## src/rtl/wishbone_slave_router_if.sv

```systemverilog
// Wishbone B4 classic bundle between the master arbiter, the router and its slave ports.
// Per-slave buses are flattened; slave k occupies slice [k*W +: W].
interface wishbone_slave_router_if #(
  parameter int unsigned NUM_SLAVES = 9,
  parameter int unsigned DATA_W     = 32
);
  localparam int unsigned SEL_W = DATA_W / 8;

  // master side
  logic                         wbs_cyc_i_m;
  logic                         wbs_stb_i_m;
  logic                         wbs_we_i_m;
  logic [31:0]                  wbs_adr_i_m;
  logic [DATA_W-1:0]            wbs_dat_i_m;
  logic [SEL_W-1:0]             wbs_sel_i_m;
  logic                         wbs_ack_o_m;
  logic                         wbs_err_o_m;
  logic [DATA_W-1:0]            wbs_dat_o_m;

  // peripheral side
  logic [NUM_SLAVES-1:0]        wbs_cyc_o_periph;
  logic [NUM_SLAVES-1:0]        wbs_stb_o_periph;
  logic [NUM_SLAVES-1:0]        wbs_we_o_periph;
  logic [NUM_SLAVES*32-1:0]     wbs_adr_o_periph;
  logic [NUM_SLAVES*DATA_W-1:0] wbs_dat_o_periph;
  logic [NUM_SLAVES*SEL_W-1:0]  wbs_sel_o_periph;
  logic [NUM_SLAVES-1:0]        wbs_ack_i_periph;
  logic [NUM_SLAVES*DATA_W-1:0] wbs_dat_i_periph;

  // router view
  modport slave (
    input  wbs_cyc_i_m, wbs_stb_i_m, wbs_we_i_m, wbs_adr_i_m, wbs_dat_i_m, wbs_sel_i_m,
    output wbs_ack_o_m, wbs_err_o_m, wbs_dat_o_m,
    output wbs_cyc_o_periph, wbs_stb_o_periph, wbs_we_o_periph,
    output wbs_adr_o_periph, wbs_dat_o_periph, wbs_sel_o_periph,
    input  wbs_ack_i_periph, wbs_dat_i_periph
  );

  // environment view (master arbiter plus slaves)
  modport master (
    output wbs_cyc_i_m, wbs_stb_i_m, wbs_we_i_m, wbs_adr_i_m, wbs_dat_i_m, wbs_sel_i_m,
    input  wbs_ack_o_m, wbs_err_o_m, wbs_dat_o_m,
    input  wbs_cyc_o_periph, wbs_stb_o_periph, wbs_we_o_periph,
    input  wbs_adr_o_periph, wbs_dat_o_periph, wbs_sel_o_periph,
    output wbs_ack_i_periph, wbs_dat_i_periph
  );
endinterface

```

## src/rtl/wishbone_slave_router.sv

```systemverilog
// Wishbone B4 classic address decoder/router: one transaction at a time is forwarded to the
// slave selected by a base/mask table; unmapped addresses and silent slaves get an error
// response, and a dropped master cycle aborts the access without a response.
module wishbone_slave_router #(
  parameter int unsigned NUM_SLAVES     = 9,
  parameter int unsigned DATA_W         = 32,
  parameter int unsigned TIMEOUT_CYCLES = 255,
  parameter logic [NUM_SLAVES*32-1:0] SLAVE_BASE = {
    32'h3060_0000, 32'h3050_0000, 32'h3040_0000, 32'h3030_0000, 32'h3020_0000,
    32'h3010_0000, 32'h3100_0000, 32'h3200_0000, 32'h3300_0000},
  parameter logic [NUM_SLAVES*32-1:0] SLAVE_MASK = {
    32'hFFF0_0000, 32'hFFF0_0000, 32'hFFF0_0000, 32'hFFF0_0000, 32'hFFF0_0000,
    32'hFFF0_0000, 32'hFFFF_0000, 32'hFFFF_0000, 32'hFFFF_0000}
) (
  input logic                    CLK,
  input logic                    RST,
  wishbone_slave_router_if.slave bus
);

  localparam int unsigned SEL_W = DATA_W / 8;
  localparam int unsigned IDX_W = (NUM_SLAVES > 1) ? $clog2(NUM_SLAVES) : 1;
  localparam int unsigned TMO_W = (TIMEOUT_CYCLES == 0) ? 1 : $clog2(TIMEOUT_CYCLES + 1);
  localparam logic [TMO_W-1:0] TMO_LAST =
    (TIMEOUT_CYCLES == 0) ? '0 : TMO_W'(TIMEOUT_CYCLES - 1);

  typedef enum logic [1:0] {
    S_IDLE,
    S_BUSY,
    S_RESP,
    S_ERR
  } state_t;

  state_t                       r_state;
  state_t                       w_state_nxt;
  logic [IDX_W-1:0]             r_sel_idx;
  logic [TMO_W-1:0]             r_tmo_cnt;
  logic                         r_ack;
  logic                         r_err;
  logic [DATA_W-1:0]            r_dat;

  logic                         w_req;
  logic                         w_hit;
  logic [IDX_W-1:0]             w_hit_idx;
  logic                         w_sel_ack;
  logic [DATA_W-1:0]            w_sel_dat;

  logic [NUM_SLAVES-1:0]        w_cyc_o;
  logic [NUM_SLAVES-1:0]        w_stb_o;
  logic [NUM_SLAVES-1:0]        w_we_o;
  logic [NUM_SLAVES*32-1:0]     w_adr_o;
  logic [NUM_SLAVES*DATA_W-1:0] w_dat_o;
  logic [NUM_SLAVES*SEL_W-1:0]  w_sel_o;

  assign w_req = bus.wbs_cyc_i_m && bus.wbs_stb_i_m;

  // Address decode; scanning from the top down lets the lowest matching window win.
  always_comb begin
    w_hit     = 1'b0;
    w_hit_idx = '0;
    for (int unsigned k = NUM_SLAVES; k > 0; k--) begin
      if ((bus.wbs_adr_i_m & SLAVE_MASK[(k-1)*32 +: 32]) ==
          (SLAVE_BASE[(k-1)*32 +: 32] & SLAVE_MASK[(k-1)*32 +: 32])) begin
        w_hit     = 1'b1;
        w_hit_idx = IDX_W'(k - 1);
      end
    end
  end

  // Pick the latched slave's ack and read data; other slaves' acks never reach the FSM.
  always_comb begin
    w_sel_ack = 1'b0;
    w_sel_dat = '0;
    for (int unsigned k = 0; k < NUM_SLAVES; k++) begin
      if (IDX_W'(k) == r_sel_idx) begin
        w_sel_ack = bus.wbs_ack_i_periph[k];
        w_sel_dat = bus.wbs_dat_i_periph[k*DATA_W +: DATA_W];
      end
    end
  end

  // Next-state logic: ack beats abort, abort beats timeout.
  always_comb begin
    w_state_nxt = r_state;
    case (r_state)
      S_IDLE: begin
        if (w_req) begin
          w_state_nxt = w_hit ? S_BUSY : S_ERR;
        end
      end
      S_BUSY: begin
        if (w_sel_ack) begin
          w_state_nxt = S_RESP;
        end else if (!bus.wbs_cyc_i_m) begin
          w_state_nxt = S_IDLE;
        end else if ((TIMEOUT_CYCLES != 0) && (r_tmo_cnt == TMO_LAST)) begin
          w_state_nxt = S_ERR;
        end
      end
      S_RESP:  w_state_nxt = S_IDLE;
      S_ERR:   w_state_nxt = S_IDLE;
      default: w_state_nxt = S_IDLE;
    endcase
  end

  // State, slave index, timeout counter and registered master response.
  always_ff @(posedge CLK or posedge RST) begin
    if (RST) begin
      r_state   <= S_IDLE;
      r_sel_idx <= '0;
      r_tmo_cnt <= '0;
      r_ack     <= 1'b0;
      r_err     <= 1'b0;
      r_dat     <= '0;
    end else begin
      r_state <= w_state_nxt;
      if ((r_state == S_IDLE) && (w_state_nxt == S_BUSY)) begin
        r_sel_idx <= w_hit_idx;
        r_tmo_cnt <= '0;
      end else if ((r_state == S_BUSY) && (w_state_nxt == S_BUSY) && (r_tmo_cnt != '1)) begin
        r_tmo_cnt <= r_tmo_cnt + 1'b1;
      end
      r_ack <= (w_state_nxt == S_RESP);
      r_err <= (w_state_nxt == S_ERR);
      if (w_state_nxt == S_RESP) begin
        r_dat <= w_sel_dat;
      end else if (w_state_nxt == S_ERR) begin
        r_dat <= '0;
      end
    end
  end

  // Forward the live master bus to the selected slave only while BUSY; reset clears it at once.
  always_comb begin
    w_cyc_o = '0;
    w_stb_o = '0;
    w_we_o  = '0;
    w_adr_o = '0;
    w_dat_o = '0;
    w_sel_o = '0;
    if (r_state == S_BUSY) begin
      for (int unsigned k = 0; k < NUM_SLAVES; k++) begin
        if (IDX_W'(k) == r_sel_idx) begin
          w_cyc_o[k]                    = bus.wbs_cyc_i_m;
          w_stb_o[k]                    = bus.wbs_stb_i_m;
          w_we_o[k]                     = bus.wbs_we_i_m;
          w_adr_o[k*32 +: 32]           = bus.wbs_adr_i_m;
          w_dat_o[k*DATA_W +: DATA_W]   = bus.wbs_dat_i_m;
          w_sel_o[k*SEL_W +: SEL_W]     = bus.wbs_sel_i_m;
        end
      end
    end
  end

  assign bus.wbs_ack_o_m      = r_ack;
  assign bus.wbs_err_o_m      = r_err;
  assign bus.wbs_dat_o_m      = r_dat;
  assign bus.wbs_cyc_o_periph = w_cyc_o;
  assign bus.wbs_stb_o_periph = w_stb_o;
  assign bus.wbs_we_o_periph  = w_we_o;
  assign bus.wbs_adr_o_periph = w_adr_o;
  assign bus.wbs_dat_o_periph = w_dat_o;
  assign bus.wbs_sel_o_periph = w_sel_o;

endmodule

```

## src/flat_wrapper.sv

```systemverilog
// flat-port wrapper written by rule: the top's interface ports become plain ports
module wishbone_slave_router_flat 
#(
  parameter int unsigned NUM_SLAVES     = 9,
  parameter int unsigned DATA_W         = 32,
  parameter int unsigned TIMEOUT_CYCLES = 255,
  parameter logic [NUM_SLAVES*32-1:0] SLAVE_BASE = {
    32'h3060_0000, 32'h3050_0000, 32'h3040_0000, 32'h3030_0000, 32'h3020_0000,
    32'h3010_0000, 32'h3100_0000, 32'h3200_0000, 32'h3300_0000},
  parameter logic [NUM_SLAVES*32-1:0] SLAVE_MASK = {
    32'hFFF0_0000, 32'hFFF0_0000, 32'hFFF0_0000, 32'hFFF0_0000, 32'hFFF0_0000,
    32'hFFF0_0000, 32'hFFFF_0000, 32'hFFFF_0000, 32'hFFFF_0000}
)
  (CLK, RST, bus_wbs_cyc_i_m, bus_wbs_stb_i_m, bus_wbs_we_i_m, bus_wbs_adr_i_m, bus_wbs_dat_i_m, bus_wbs_sel_i_m, bus_wbs_ack_o_m, bus_wbs_err_o_m, bus_wbs_dat_o_m, bus_wbs_cyc_o_periph, bus_wbs_stb_o_periph, bus_wbs_we_o_periph, bus_wbs_adr_o_periph, bus_wbs_dat_o_periph, bus_wbs_sel_o_periph, bus_wbs_ack_i_periph, bus_wbs_dat_i_periph);
  wishbone_slave_router_if #(.NUM_SLAVES(NUM_SLAVES), .DATA_W(DATA_W)) bus_i ();
  input logic CLK;
  input logic RST;
  input wire logic [$bits(bus_i.wbs_cyc_i_m)-1:0] bus_wbs_cyc_i_m;
  input wire logic [$bits(bus_i.wbs_stb_i_m)-1:0] bus_wbs_stb_i_m;
  input wire logic [$bits(bus_i.wbs_we_i_m)-1:0] bus_wbs_we_i_m;
  input wire logic [$bits(bus_i.wbs_adr_i_m)-1:0] bus_wbs_adr_i_m;
  input wire logic [$bits(bus_i.wbs_dat_i_m)-1:0] bus_wbs_dat_i_m;
  input wire logic [$bits(bus_i.wbs_sel_i_m)-1:0] bus_wbs_sel_i_m;
  output wire logic [$bits(bus_i.wbs_ack_o_m)-1:0] bus_wbs_ack_o_m;
  output wire logic [$bits(bus_i.wbs_err_o_m)-1:0] bus_wbs_err_o_m;
  output wire logic [$bits(bus_i.wbs_dat_o_m)-1:0] bus_wbs_dat_o_m;
  output wire logic [$bits(bus_i.wbs_cyc_o_periph)-1:0] bus_wbs_cyc_o_periph;
  output wire logic [$bits(bus_i.wbs_stb_o_periph)-1:0] bus_wbs_stb_o_periph;
  output wire logic [$bits(bus_i.wbs_we_o_periph)-1:0] bus_wbs_we_o_periph;
  output wire logic [$bits(bus_i.wbs_adr_o_periph)-1:0] bus_wbs_adr_o_periph;
  output wire logic [$bits(bus_i.wbs_dat_o_periph)-1:0] bus_wbs_dat_o_periph;
  output wire logic [$bits(bus_i.wbs_sel_o_periph)-1:0] bus_wbs_sel_o_periph;
  input wire logic [$bits(bus_i.wbs_ack_i_periph)-1:0] bus_wbs_ack_i_periph;
  input wire logic [$bits(bus_i.wbs_dat_i_periph)-1:0] bus_wbs_dat_i_periph;
  assign bus_i.wbs_cyc_i_m = bus_wbs_cyc_i_m;
  assign bus_i.wbs_stb_i_m = bus_wbs_stb_i_m;
  assign bus_i.wbs_we_i_m = bus_wbs_we_i_m;
  assign bus_i.wbs_adr_i_m = bus_wbs_adr_i_m;
  assign bus_i.wbs_dat_i_m = bus_wbs_dat_i_m;
  assign bus_i.wbs_sel_i_m = bus_wbs_sel_i_m;
  assign bus_wbs_ack_o_m = bus_i.wbs_ack_o_m;
  assign bus_wbs_err_o_m = bus_i.wbs_err_o_m;
  assign bus_wbs_dat_o_m = bus_i.wbs_dat_o_m;
  assign bus_wbs_cyc_o_periph = bus_i.wbs_cyc_o_periph;
  assign bus_wbs_stb_o_periph = bus_i.wbs_stb_o_periph;
  assign bus_wbs_we_o_periph = bus_i.wbs_we_o_periph;
  assign bus_wbs_adr_o_periph = bus_i.wbs_adr_o_periph;
  assign bus_wbs_dat_o_periph = bus_i.wbs_dat_o_periph;
  assign bus_wbs_sel_o_periph = bus_i.wbs_sel_o_periph;
  assign bus_i.wbs_ack_i_periph = bus_wbs_ack_i_periph;
  assign bus_i.wbs_dat_i_periph = bus_wbs_dat_i_periph;
  wishbone_slave_router #(.NUM_SLAVES(NUM_SLAVES), .DATA_W(DATA_W), .TIMEOUT_CYCLES(TIMEOUT_CYCLES), .SLAVE_BASE(SLAVE_BASE), .SLAVE_MASK(SLAVE_MASK)) u_core (.CLK(CLK), .RST(RST), .bus(bus_i));
endmodule
```

## config.mk

```make
export PLATFORM = sky130hd
export DESIGN_NAME = wishbone_slave_router_flat
export DESIGN_NICKNAME = d
export VERILOG_FILES = /design/src/rtl/wishbone_slave_router_if.sv /design/src/rtl/wishbone_slave_router.sv /design/src/flat_wrapper.sv
export SDC_FILE = /design/constraint.sdc
export NUM_CORES = 1
export LEC_CHECK = 0
export BUFFER_PORTS_ARGS = -buffer_cell sky130_fd_sc_hd__buf_2
export CAP_MARGIN = 10
export CORE_AREA = 2 2 401 403
export DETAILED_ROUTE_END_ITERATION = 10
export DIE_AREA = 0 0 403 405
export GPL_TIMING_DRIVEN = 0
export SYNTH_ARGS = -nofsm -noshare
export SYNTH_HDL_FRONTEND = slang
export SYNTH_SLANG_ARGS = --single-unit
```

## constraint.sdc

```tcl
create_clock -name CLK -period 6.8 [get_ports CLK]
set_clock_uncertainty 0.15 [all_clocks]
set_input_delay 1.36 -clock CLK [delete_from_list [all_inputs] [get_ports CLK]]
set_output_delay 1.36 -clock CLK [all_outputs]
set_load 0.01 [all_outputs]
```

## Word level (Yosys, flattened, before mapping)

Cells that the tools add are included.

- Flip-flop bits (word level): 48
- Input port bits: 370
- Output and inout port bits: 673
- Word-level logic and storage cells: 147

- Add/sub/neg operators: 1
- Eq/ne operators: 25
- Multiplexer cells: 106
- Reduce and logical (&&, ||, !) cells: 9

Operator list:

| kind | count |
|---|---|
| two-way mux 32 bit | 29 |
| two-way mux 288 bit | 2 |
| equality test 12 x 10 -> 1 bit, second input constant | 6 |
| two-way mux 4 bit | 18 |
| equality test 16 x 14 -> 1 bit, second input constant | 3 |
| two-way mux 1 bit | 45 |
| two-way mux 36 bit | 1 |
| two-way mux 9 bit | 3 |
| equality test 3 x 4 -> 1 bit, first input constant | 4 |
| two-way mux 8 bit | 2 |
| two-way mux 2 bit | 5 |
| adder 8 x 1 -> 8 bit, second input constant | 1 |
| equality test 2 bit, second input constant | 4 |
| equality test 2 x 4 -> 1 bit, first input constant | 2 |
| equality test 8 bit, second input constant | 1 |
| inequality test 8 bit, second input constant | 1 |
| case mux 2 bit (3 select lines) | 1 |
| equality test 1 x 4 -> 1 bit, first input constant | 1 |
| equality test 2 x 1 -> 1 bit, second input constant | 2 |
| equality test 4 bit, first input constant | 1 |
| logical AND 1 bit | 4 |
| zero test 4 bit | 1 |
| nonzero test 2 bit | 2 |
| zero test 2 bit | 1 |
| OR reduction 2 bit | 1 |

## Depth between registers and ports, before layout

Gate-level depths: netlist (run 1).

- Depth after elaboration: 18
- Mapped depth: 8

## Least setup slack after synthesis (run 1)

No wires, ideal clock.

- Kind: in2out
- From: input port bus_wbs_adr_i_m[22]
- To: output port bus_wbs_adr_o_periph[118]
- Arrival: 1.960 ns
- Setup slack: 3.330 ns
- Cell stages on the path: 3
- Path buffers: 1
- Cell sequence: clkbuf_1 nand2_1 nor2_1

- Cells in the longest elaborated chain, start to end: 2

RTL lines:

| element | line | RTL |
|---|---|---|
| start, declared | flat_wrapper.sv:21 | `input wire logic [$bits(bus_i.wbs_adr_i_m)-1:0] bus_wbs_adr_i_m;` |
| two-way mux 32 bit | wishbone_slave_router.sv:142 | `if (IDX_W'(k) == r_sel_idx) begin` |
| two-way mux 288 bit | wishbone_slave_router.sv:140 | `if (r_state == S_BUSY) begin` |
| end, declared | flat_wrapper.sv:30 | `output wire logic [$bits(bus_i.wbs_adr_o_periph)-1:0] bus_wbs_adr_o_periph;` |

Every way passes these cells.

## Final worst setup path (run 1)

- From: register u_core.r_sel_idx[3]
- To: output port bus_wbs_adr_o_periph[67]

- Cells in the longest elaborated chain, start to end: 3

RTL lines:

| element | line | RTL |
|---|---|---|
| start, declared | wishbone_slave_router.sv:35 | `logic [IDX_W-1:0] r_sel_idx;` |
| start signal, assigned | wishbone_slave_router.sv:117 | `r_sel_idx <= w_hit_idx;` |
| equality test 2 x 4 -> 1 bit | wishbone_slave_router.sv:142 |  |
| two-way mux 32 bit | wishbone_slave_router.sv:142 |  |
| two-way mux 288 bit | wishbone_slave_router.sv:140 |  |

Every way passes these cells.

==> flow_summary_export.csv, run 1 <==
group,metric,value,unit
global_route,grt_pass1_vias,12900,
yosys,synth-async-reset-ratio,100,%
floorplanning,core_area,159000,um^2
cells_and_area,seqCellArea,1200,um^2
power,internal_power,758,uW
cts,tritoncts,"yes",
yosys,synth_area,7190,um^2
routing,route.detailed.drc,0,
timing,max_freq,182,MHz
routing,routedWlPerCell,27.0,um
routing,num_vias,15800,
yosys,yosysUniqueCellTypes,62,
critical_path,end_kind,"output port",
yosys,synth_cells,1241,
power,p_comb_share,46.5,%
cts,cts_made_buffers,5,
timing,final.setup.tns,0,ns
power,power.leakage,7.79,nW
yosys,synth_seq_cells,48,
place,hpwl,106000,um
timing,slew_viol_final,0,
power,p_switching,593,uW
cts,cts.path.max_buffers,2,
global_route,gr-usage-all-layers,13.5,%
power,switching_share,43.9,%
cells_and_area,instances_no_fill,4438,
cts,ctsHoldBuffers,0,
yosys,ys_seq_area_share,16.7,%
cells_and_area,n_fill_cell,18800,
global_route,grt_overflow_total,0,
power,cellPowerDensity,86.4,nW/um^2
place,dp.cells,4383,
timing,setup_viol,0,
timing,relSlewSlack,7.99,%
floorplanning,ioPinCount,1043,
cts,clock-sinks,48,
yosys,syn_avg_cell_area,5.79,um^2
power,pwr-share-clk,25.9,%
floorplanning,start_util,4.51,%
floorplanning,die_x,403,um
cells_and_area,layout-drive-gt1-share,49.3,%
place,placed_area,15300,um^2
floorplanning,die_area,163000,um^2
cts,ctsHtreeMaxLevel,2,
timing,whs,0.361,ns
critical_path,cp_max_fo,10,
run,max-cap-violations,0,
power,seqPwrFrac,27.6,%
cts,clk_latency,0.31,ns
place,place_congestion,0.945,
critical_path,cp-start-kind,"flop",
cells_and_area,area_growth,118,%
yosys,yosysWarnings,0,
floorplanning,die_h,405,um
routing,drt_pass1_iterations,9,
floorplanning,floorplan.rows,147,
routing,final_antenna_net_count,0,
cells_and_area,fin_nets,2677,
routing,drt-total-wl,120000,um
place,numPortBuffers,1040,
timing,fin_crit,5.49,ns
critical_path,worstSetupPathType,"flop to output port",
cells_and_area,multiInputGateArea,5510,um^2
critical_path,arrival,3.98,ns
global_route,antenna_found_initial,101,
min_path,hold_class,"flop to flop",
timing,finalCritPeriodShare,80.7,%
critical_path,cp.required,5.29,ns
run_status,status,"finished clean",
routing,drt_iter0_drc,2493,
global_route,grt_pass1_wl,142000,um
cells_and_area,design_area,15600,um^2
global_route,grt_start_max_net_pins,39,
timing,worst_slew_pin_slew,1.38,ns
yosys,synth_flop_cell,"dfrtp_1",
yosys,synth_edf_count,0,
power,peakVddDrop,100,uV
timing,finalHoldViolCount,0,
cts,cts_root_buf,"clkbuf_16",
cts,path_clk_slew,0.08,ns
cts,cts_setup_buffers,0,
cts,cts_resized,0,
yosys,syn_nets,1613,
routing,routed_via_density,3.55,
timing,rsz0062_at_grt,"false",
-- per-layer routing --
layer	share of wire (%)	wire, um	global-route usage, %
met5	0.35	420	0
met3	12	13900	4.89
met2	48	57400	23.0
met1	36	43400	15.6
met4	3.8	4550	4.17
-- critical path: stages (launching register included) --
cell	delay, ns
dfrtp_1	0.49
clkbuf_1	0.31
nor2_1	0.83
nand2_1	0.62
buf_16	0.35
clkbuf_1	0.54
nor2_1	0.32
buf_2	0.17
-- cells in the mapped netlist, types with 2 or more instances --
cell	instances	area, um^2
or3_1	2	12.5
nor4b_1	2	17.5
and3_1	4	25.0
nor2_1	653	2450
nor3_1	7	35.0
o2111ai_1	4	35.0
nand2b_1	6	37.5
nor2b_1	5	31.3
nand3_1	39	195
dfrtp_1	48	1200
o21ai_0	15	75.1
nand2_1	116	435
clkbuf_1	93	349
a32oi_1	3	26.3
buf_6	3	33.8
or4_1	2	15.0
a22o_1	30	263
nor4_1	2	12.5
a2bb2oi_1	3	26.3
ha_1	2	25.0
a22oi_1	39	293
a221oi_1	3	26.3
buf_1	7	26.3
mux2_2	9	101
buf_2	13	65.1
inv_1	11	41.3
mux2i_1	8	80.1
nor4bb_1	2	20.0
and2_1	2	12.5
a31oi_1	3	18.8
nand4_1	5	31.3
o22ai_1	4	25.0
o31ai_1	2	15.0
a21oi_1	12	60.1
o211ai_1	6	45.0
a222oi_1	24	240
a211oi_1	4	30.0
mux4_2	22	495
o21bai_1	3	22.5
-- metrics by stage --
step                worst slack (ns)  util (%)  total power, mW
floorplan                       3.33         -            0.597
global placement               0.185      9.42            0.979
detailed placement              1.55      9.62            0.990
CTS                             1.17      9.74             1.34
global route                    1.12      9.77             1.39
finish                          1.31      9.82             1.35
-- logic make-up after synthesis --
| family | Yosys count | share of synthesized area, % |
|---|---|---|
| flops | 48 | 16.7 |
| xor+xnor | 1 | 0.122 |
| fa+ha+maj | 2 | 0.348 |
| compound gates | 166 | 18.6 |
| simple gates | 857 | 47.6 |
| mux | 39 | 9.42 |
| buf+inv | 128 | 7.22 |
-- worst paths after layout --
| path | startpoint | end | slack, ns | cells past startpoint |
|---|---|---|---|---|
| worst max register to register | u_core.r_sel_idx[3] | u_core.bus.wbs_dat_o_m[8] | 3.16 | 7 |
| worst max-delay path | u_core.r_sel_idx[3] | bus_wbs_adr_o_periph[67] | 1.31 | 7 |
| worst min register to register | u_core.bus.wbs_dat_o_m[25] | u_core.bus.wbs_dat_o_m[25] | 0.36 | 1 |
| min in group asynchronous | RST | u_core.bus.wbs_ack_o_m | 0.88 | 2 |
| max in group asynchronous | RST | u_core.bus.wbs_dat_o_m[0] | 5.03 | 3 |
| worst min-delay path | u_core.bus.wbs_dat_o_m[25] | u_core.bus.wbs_dat_o_m[25] | 0.36 | 1 |
-- cell type report --
cell class | instances | share of cell area, %
diodes | 46 | 0.736
multi-input cells | 1065 | 35.2
flip-flops and latches | 48 | 7.68
inverters | 12 | 0.288
repair buffers | 1057 | 35.1
plain buffers | 116 | 3.07
clock buffers | 5 | 0.800
well taps | 2086 | 16.7
clock inverters | 3 | 0.440
-- power by group through the flow --
stage	combinational, mW	clock (mW)	sequential [mW]
5_1_grt	0.653	0.364	0.377
3_3_place_gp	0.604	0	0.375
2_1_floorplan	0.215	0	0.382
4_1_cts	0.619	0.355	0.371
3_5_place_dp	0.615	0	0.374
6_report	0.628	0.350	0.374
-- registers in the layout, indices dropped and copies added (netlist names) --
name / flops
u_core.r_sel_idx: 4
u_core.r_state: 2
u_core.bus.wbs_ack_o_m: 1
u_core.r_tmo_cnt: 8
u_core.bus.wbs_dat_o_m: 32
u_core.bus.wbs_err_o_m: 1
-- cell usage in the layout, fill, tap and decap left out, drive strengths merged, types with 24 or more instances in the layout --
cell type,instances
dfrtp,48
nand2,116
nor2,654
a22oi,39
a222oi,24
a22o,30
buf,1079
nand3,39
diode,46
clkbuf,99
Power figures use the tool's default switching activity.
==> inputs of run 2 (changes only) <==
CORE_AREA = 2 2 404 406   (was 2 2 401 403)
DIE_AREA = 0 0 406 408   (was 0 0 403 405)
clock period = 5 ns   (was 6.8 ns; I/O delays follow)
==> run 2 against run 1 <==
Net effect:
- worst setup slack worse by 1.3 ns
- highest routed layer unchanged
- critical path depth is 1 lower
- utilization is 0.14 points lower
- largest power group unchanged
==> flow_summary_export.csv, run 2 (synthesized netlist as in run 1, its figures left out) <==
group,metric,value,unit
cells_and_area,instances_no_fill,4505,
floorplanning,floorplan.rows,148,
min_path,hold_class,"flop to flop",
cells_and_area,area_growth,118,%
timing,fin_crit,4.97,ns
floorplanning,die_h,408,um
power,peakVddDrop,114,uV
routing,route.detailed.drc,0,
floorplanning,die_area,166000,um^2
cells_and_area,final_core_util,9.68,%
cells_and_area,final_common_cell,"buf_2",
timing,slew_viol_final,0,
cells_and_area,largest_reg_flops,32,
power,p_comb_share,49.2,%
place,dp.cells,4468,
power,pwr-share-clk,21.6,%
place,hpwl,108000,um
run_status,status,"finished clean",
global_route,grt_overflow_total,0,
cells_and_area,layout_common_cells,"1054 x buf_2, 652 x nor2_1, 112 x nand2_1",
critical_path,cp_slowest_cell,"nor2_2",
global_route,gr-usage-all-layers,13.6,%
power,switching_share,46.1,%
critical_path,worstSetupPathType,"flop to output port",
critical_path,cp.required,3.85,ns
timing,relSlewSlack,14.5,%
cts,clock-sinks,48,
power,power.leakage,7.76,nW
critical_path,rr_worst_depth,7,
cts,ctsHoldBuffers,0,
critical_path,max_stage_delay,0.77,ns
floorplanning,core_area,162000,um^2
global_route,grt_start_max_net_pins,29,
global_route,grt_pass1_vias,13400,
cts,cts_setup_buffers,0,
timing,finalCritPeriodShare,99.3,%
routing,routedWlPerCell,26.9,um
critical_path,worst-path-buf-inv,3,
cts,cts_made_buffers,5,
cts,tritoncts,"yes",
timing,setup_viol,0,
routing,drt-total-wl,121000,um
cts,cts.path.max_buffers,2,
critical_path,end_kind,"output port",
power,seqPwrFrac,29.3,%
place,numPortBuffers,1040,
routing,num_vias,15500,
critical_path,cpLargestDelayFamily,"simple AND/OR/NAND/NOR gates",
critical_path,cp_max_fo,10,
routing,final_antenna_net_count,0,
routing,drt_pass1_iterations,8,
min_path,worstHoldPathCells,1,
timing,rsz0062_at_grt,"false",
critical_path,worstPathCellList,"clkbuf_1 > nor2_2 > nand2_2 > clkbuf_1 > nor2_1 > buf_2",
place,place_congestion,1.09,
floorplanning,start_util,4.45,%
routing,routed_via_density,3.45,
power,p_switching,806,uW
cts,cts_root_buf,"clkbuf_16",
timing,worst_slew_pin_slew,1.28,ns
critical_path,arrival,3.82,ns
cts,clk_latency,0.31,ns
floorplanning,ioPinCount,1043,
global_route,antenna_found_initial,110,
cells_and_area,layout-drive-gt1-share,49.4,%
critical_path,cp-start-kind,"flop",
cells_and_area,design_area,15600,um^2
critical_path,crit_cells,6,
place,placed_area,15400,um^2
power,internal_power,941,uW
cts,ctsHtreeMaxLevel,2,
global_route,grt_pass1_wl,147000,um
run,max-cap-violations,0,
cells_and_area,fin_nets,2673,
timing,max_freq,201,MHz
critical_path,crit_top_cell,"clkbuf_1",
power,cellPowerDensity,112,nW/um^2
routing,drt_iter0_drc,2093,
cts,path_clk_slew,0.07,ns
floorplanning,die_x,406,um
timing,finalHoldViolCount,0,
## run 2: cell types whose count changed in the layout (fill, tap and decap cells not counted), moves of 2 or more
cell	previous run	this run
diode_2	46	28
buf_12	4	2
buf_16	3	5
buf_8	4	2
bufinv_16	2	0
## run 2: power groups by stage
stage / Clock [mW] / Sequential, mW / Combinational [mW]
final: 0.377 / 0.512 / 0.859
after floorplan: 0 / 0.520 / 0.292
after global routing: 0.399 / 0.519 / 0.905
after global placement: 0 / 0.512 / 0.838
after CTS: 0.386 / 0.509 / 0.860
after detailed placement: 0 / 0.514 / 0.855
## run 2: through the flow
| step | TNS [ns] | total power, mW | hold slack [ns] | worst slack (ns) |
|---|---|---|---|---|
| floorplan | 0 | 0.812 | 0.304 | 2.08 |
| global placement | -120.82 | 1.35 | 0.336 | -0.954 |
| detailed placement | -2.66 | 1.37 | 0.336 | -0.221 |
| CTS | 0 | 1.76 | 0.362 | 0.0294 |
| global route | 0 | 1.82 | 0.379 | 0.00942 |
| finish | 0 | 1.75 | 0.360 | 0.0340 |
## run 2: per-layer routing
metal  GRT usage [%]  vias to the layer above  wire (um)
met1            16.5                     7348      46300
met3            4.48                      327      13700
li1                -                     6329          -
met2            23.0                     1461      56400
met5               0                        -        483
met4            3.45                       66       4160
## run 2: final timing paths
| kind | startpoint | endpoint | slack (ns) |
|---|---|---|---|
| setup / recovery | u_core.r_sel_idx[3] | bus_wbs_adr_o_periph[58] | 0.03 |
| hold / removal | u_core.bus.wbs_dat_o_m[22] | u_core.bus.wbs_dat_o_m[22] | 0.36 |
| setup reg to reg | u_core.r_sel_idx[0] | u_core.bus.wbs_dat_o_m[21] | 1.43 |
| hold reg to reg | u_core.bus.wbs_dat_o_m[22] | u_core.bus.wbs_dat_o_m[22] | 0.36 |
| max in group asynchronous | RST | u_core.bus.wbs_dat_o_m[28] | 3.55 |
| min in group asynchronous | RST | u_core.r_tmo_cnt[1] | 0.59 |
## run 2: repair_timing
action	CTS	global route
gates resized for setup	4	1
cloned	0	0
endpoints found under the setup margin	180	8
## run 2: layout make-up
cell class                      count  area [um^2]
Sequential cell                    48         1200
Timing Repair Buffer             1053         5450
Antenna cell                       28         70.1
Fill cell                       19100       146000
Multi-Input combinational cell   1065         5520
Tap cell                         2175         2720
Inverter                           12         45.0
Clock inverter                      2         13.8
Clock buffer                        6          139
Buffer                            116          483
